$ cat src/rtl/change_dispenser.sv
// change_dispenser
//   Greedy coin-change dispenser with three coin bins (nickel, dime, quarter).
//   Amounts are in nickel units: nickel=1, dime=2, quarter=5.
//   A request is paid one coin per cycle, largest qualifying coin first.
//   If no stocked coin fits the remainder, the request ends with a short
//   pulse that reports the unpaid remainder.
//   State changes on the falling clock edge. Reset is asynchronous and active-low.
//
// Ports
//   clk, rst_n                    clock (falling-edge active), async active-low reset
//   load                          reload strobe, only honoured in IDLE
//   nickels, dimes, quarters      reload values
//   req_valid, req_amount         change request (nickel units)
//   req_ready                     request can be accepted this cycle
//   coin_out                      one-hot coin strobe {quarter, dime, nickel}
//   done                          request fully paid (one-cycle pulse)
//   short                         request could not be completed (one-cycle pulse)
//   short_amount                  unpaid remainder, valid while short=1
//   nickel/dime/quarter_count     current bin contents
//   low                           per-bin count <= LOW_THRESH, same bit order as coin_out
//   empty                         all bins are zero
module change_dispenser #(
   parameter int CNT_W      = 8,
   parameter int AMT_W      = 8,
   parameter int LOW_THRESH = 2
) (
   input  logic             clk,
   input  logic             rst_n,
   input  logic             load,
   input  logic [CNT_W-1:0] nickels,
   input  logic [CNT_W-1:0] dimes,
   input  logic [CNT_W-1:0] quarters,
   input  logic             req_valid,
   input  logic [AMT_W-1:0] req_amount,
   output logic             req_ready,
   output logic [2:0]       coin_out,
   output logic             done,
   output logic             short,
   output logic [AMT_W-1:0] short_amount,
   output logic [CNT_W-1:0] nickel_count,
   output logic [CNT_W-1:0] dime_count,
   output logic [CNT_W-1:0] quarter_count,
   output logic [2:0]       low,
   output logic             empty
);

   typedef enum logic {IDLE, DISPENSE} state_t;

   state_t           state, state_nx;
   logic [AMT_W-1:0] remaining, remaining_nx;
   logic [CNT_W-1:0] nickel_nx, dime_nx, quarter_nx;
   logic [2:0]       coin_nx;
   logic             done_nx, short_nx;
   logic [AMT_W-1:0] short_amount_nx;
   logic [AMT_W-1:0] coin_val;
   logic             coin_ok;

   assign req_ready = (state == IDLE) && !load;

   assign low[0] = (nickel_count  <= CNT_W'(LOW_THRESH));
   assign low[1] = (dime_count    <= CNT_W'(LOW_THRESH));
   assign low[2] = (quarter_count <= CNT_W'(LOW_THRESH));
   assign empty  = (nickel_count == '0) && (dime_count == '0) && (quarter_count == '0);

   always_comb begin
      state_nx        = state;
      remaining_nx    = remaining;
      nickel_nx       = nickel_count;
      dime_nx         = dime_count;
      quarter_nx      = quarter_count;
      coin_nx         = 3'b000;
      done_nx         = 1'b0;
      short_nx        = 1'b0;
      short_amount_nx = short_amount;
      coin_val        = '0;
      coin_ok         = 1'b0;

      case (state)
         IDLE: begin
            if (load) begin
               nickel_nx  = nickels;
               dime_nx    = dimes;
               quarter_nx = quarters;
            end else if (req_valid) begin
               remaining_nx = req_amount;
               state_nx     = DISPENSE;
            end
         end
         DISPENSE: begin
            // Greedy pick: the coin must fit the remainder and its bin must be stocked,
            // which keeps both the bins and the remainder from underflowing.
            if (remaining >= AMT_W'(5) && quarter_count != '0) begin
               coin_ok    = 1'b1;
               coin_val   = AMT_W'(5);
               coin_nx    = 3'b100;
               quarter_nx = quarter_count - CNT_W'(1);
            end else if (remaining >= AMT_W'(2) && dime_count != '0) begin
               coin_ok  = 1'b1;
               coin_val = AMT_W'(2);
               coin_nx  = 3'b010;
               dime_nx  = dime_count - CNT_W'(1);
            end else if (remaining >= AMT_W'(1) && nickel_count != '0) begin
               coin_ok   = 1'b1;
               coin_val  = AMT_W'(1);
               coin_nx   = 3'b001;
               nickel_nx = nickel_count - CNT_W'(1);
            end

            if (remaining == '0) begin
               // zero-amount request completes with no coin
               done_nx  = 1'b1;
               state_nx = IDLE;
            end else if (coin_ok) begin
               remaining_nx = remaining - coin_val;
               if (remaining == coin_val) begin
                  done_nx  = 1'b1;
                  state_nx = IDLE;
               end
            end else begin
               short_nx        = 1'b1;
               short_amount_nx = remaining;
               state_nx        = IDLE;
            end
         end
         default: state_nx = IDLE;
      endcase
   end

   always_ff @(negedge clk or negedge rst_n) begin
      if (!rst_n) begin
         state         <= IDLE;
         remaining     <= '0;
         nickel_count  <= '0;
         dime_count    <= '0;
         quarter_count <= '0;
         coin_out      <= 3'b000;
         done          <= 1'b0;
         short         <= 1'b0;
         short_amount  <= '0;
      end else begin
         state         <= state_nx;
         remaining     <= remaining_nx;
         nickel_count  <= nickel_nx;
         dime_count    <= dime_nx;
         quarter_count <= quarter_nx;
         coin_out      <= coin_nx;
         done          <= done_nx;
         short         <= short_nx;
         short_amount  <= short_amount_nx;
      end
   end

endmodule

$ cat config.mk
export PLATFORM = sky130hd
export DESIGN_NAME = change_dispenser
export DESIGN_NICKNAME = d
export VERILOG_FILES = /design/src/rtl/change_dispenser.sv
export SDC_FILE = /design/constraint.sdc
export NUM_CORES = 1
export LEC_CHECK = 0
export BUFFER_PORTS_ARGS = -buffer_cell sky130_fd_sc_hd__buf_4
export CORE_AREA = 2 2 90 92
export DETAILED_ROUTE_END_ITERATION = 10
export DIE_AREA = 0 0 92 94
export SYNTH_ARGS = -nofsm -noshare
export SYNTH_HDL_FRONTEND = slang
export SYNTH_SLANG_ARGS = --single-unit
export TNS_END_PERCENT = 30
$ cat constraint.sdc
create_clock -name clk -period 8.85 [get_ports clk]
set_input_delay 1.3275 -clock clk [delete_from_list [all_inputs] [get_ports clk]]
set_output_delay 1.3275 -clock clk [all_outputs]
set_load 0.005 [all_outputs]
==> run metrics <==
status=finished, final reports clean; TritonCTS buffer count=5; cts hold-fix bufs=0; post-synthesis compound-gate area fraction=21.1%; post-CTS sizing=0; detailed-route via count=2681; WL/cell=15.7 microns; CP startpoint kind=flop; Seq/Total Area, Yosys=40.7%; Fin Hold WS=0.453 ns; die height=94 microns; met1 Resource Use GR=24.4%; cell taking the most area after synthesis=dfrtn_1; Post-Syn Instances=313; most used routing layer=met2; relative slew slack=51.3%; RSZ-0062 raised after global routing=no; grt total ovfl=0; worst vdd ir=0.138 mV; setup tns final=0 ns; vias in the first global route=2577; clock tree buffer depth=2; # rows=32; Routed Antenna Nets=0; count leader, synth=dfrtn_1; largest family of logic cells by synthesized area=simple AND/OR/NAND/NOR gates; clk_skew=0.00782 ns; Synth Cell Area=2830 sq um; clk_lat worst skew=0.30 ns; global-route track usage on met2=29.4%; max_cap viols=0; R2R cell count=12; Worst Setup End Kind=output port; number of synthesized flops with an enable pin=0; post-route insts no fill=488; Root Driver=clkbuf_8; Slew Viols, Final=0; post-CTS setup buffers=0; DR pass1 iterations=4; Synth Area in XOR/XNOR=0.310%; clk slew on worst S/H paths=0.06 ns; Synth area leaders=dfrtn_1, a21oi_1, nand2_1, nor2_1, ha_1; final-report setup violation count=0; Synth top cells by count=dfrtn_1, nand2_1, nor2_1, a21oi_1, o21ai_0; reg2reg start=dime_count[0]; R2R setup slack=5.62 ns; syn nets=359; Area Growth Syn to Fin=26.9%; Die Wd=92 microns; WP data required=7.52 ns; Worst Path Max Fanout=5; first-pass GRT wire length=12600 microns; nets@finish=431; worst min path class=reg2reg; layout cells sized above 1=28.2%; initial antenna violation count=0; Total GRT Usage=18.1%; Antenna Cells=0; final WL=7650 microns; DP Wirelength=5380 microns; drc violations=0; Placer Congestion=0.817; Worst-Margin Slew=0.723 ns; clock sinks=46; Starting Density=37.1%; Critical Path AT=6.73 ns; share of the synthesized area in the top cell type=40.7%; vias per cell=5.49; Pwr Density=280 nW/um^2; # port buffers=77; register bit total from synthesis=46; DP Worst Slack=1.17 ns; hold path start=short_amount[6]; Min-Delay Path Depth=1; Hold Path Sink=short_amount[6]; die area=8650 sq um; PnR worst setup slack=0.790 ns; CTS tree=done; cell total after placement=480; GRT met3 Usage=4.09%; syn avg cell area=9.03 sq um; mux share of post-synthesis cell area=5.31%; FF-to-FF End=remaining[6]; initial detailed-routing violation count=111; total I/O pin count=78; Post-Synth Simple-Gate Area=22.1%; area of the core=7610 sq um; most used flip-flop cell after synthesis=dfrtn_1; CTS H-tree lvls=2; Final Hold Fails=0; Adder-Cell Fraction of Synth Area=4.69%; cell leakage power=1.68 nW; post-synth cell types=58; YS warnings=0; largest net degree at the start of global routing=56; Crit Path Category=reg2out; asr flop ratio synth=100%
## through the flow
| stage | power [W] | instance area (sq um) | util [%] |
|---|---|---|---|
| floorplan | 0.000664 | 2830 | - |
| global placement | 0.000800 | 3440 | 45.3 |
| detailed placement | 0.000813 | 3440 | 45.3 |
| CTS | 0.00101 | 3590 | 47.1 |
| global route | 0.00109 | 3590 | 47.1 |
| finish | 0.00101 | 3590 | 47.1 |
## layer usage
metal | up-vias | share of wire, % | wire length, microns
met5 | - | 0 | 0
li1 | 1302 | - | -
met4 | 0 | 1.0 | 80
met1 | 1301 | 46 | 3520
met3 | 8 | 5.9 | 448
met2 | 70 | 47 | 3600
## worst max-delay path by stage
stage                     from    end  slack (ns)  depth (start not counted)
6_report       nickel_count[1]  empty        0.79                          6
5_1_grt        nickel_count[1]  empty        0.71                          6
4_1_cts        nickel_count[1]  empty        0.83                          6
3_5_place_dp   nickel_count[1]  empty        1.17                          6
3_3_place_gp   nickel_count[0]  empty        1.21                          6
2_1_floorplan  nickel_count[0]  empty        1.53                          5
## critical path, cell delays in order, from the launching register on
cell	delay, ns
dfrtn_1	0.38
inv_1	0.11
ha_1	0.18
or3b_2	0.49
or2_4	0.30
nor4_1	0.35
buf_4	0.19
## cell usage in the layout (no fill, tap or decap), drive strengths merged, types with 3 or more instances in the layout
master and n:
o221ai 8, a211oi 3, o21a 4, ha 9, nand3 14, nor4 3, nor2 31, a21oi 28
nand2b 3, o22ai 5, or3 3, buf 80, o21ai 16, nand2 31, nand3b 4, dfrtn 46
mux2i 6, clkbuf 6, or4 4, nor3b 5, nor3 12, mux2 8, a31oi 7, nand4 3
inv 13
## kinds of logic (layout without fill, tap and decap cells)
kind of cell / after synthesis / count (layout)
compound gates: 91 / 91
buf+inv: 29 / 102
xor+xnor: 1 / 1
fa+ha+maj: 10 / 10
flops: 46 / 46
simple gates: 122 / 122
mux: 14 / 14
## cell type report
cell class                 instances  area (sq um)
clock buffer                       6          82.6
clock inverter                     2          60.1
fill                             778          4020
inverter                          14          52.6
multi-input combinational        238          1510
sequential                        46          1150
tap                              102           128
timing repair buffer              80           601
## power by group
part           switching, W  total [W]  leakage [nW]  internal (W)
clock             0.0000756   0.000196        0.0714      0.000121
sequential        0.0000966   0.000377         0.530      0.000280
combinational      0.000222   0.000433          1.08      0.000210
total              0.000395    0.00101          1.68      0.000611
## sequential cells by signal, summed over array words and instances (netlist names)
register and flops:
state 1, remaining 8, dime_count 8, coin_out 3
done 1, nickel_count 8, short 1, quarter_count 8
short_amount 8
(Power assumes the default switching activity.)
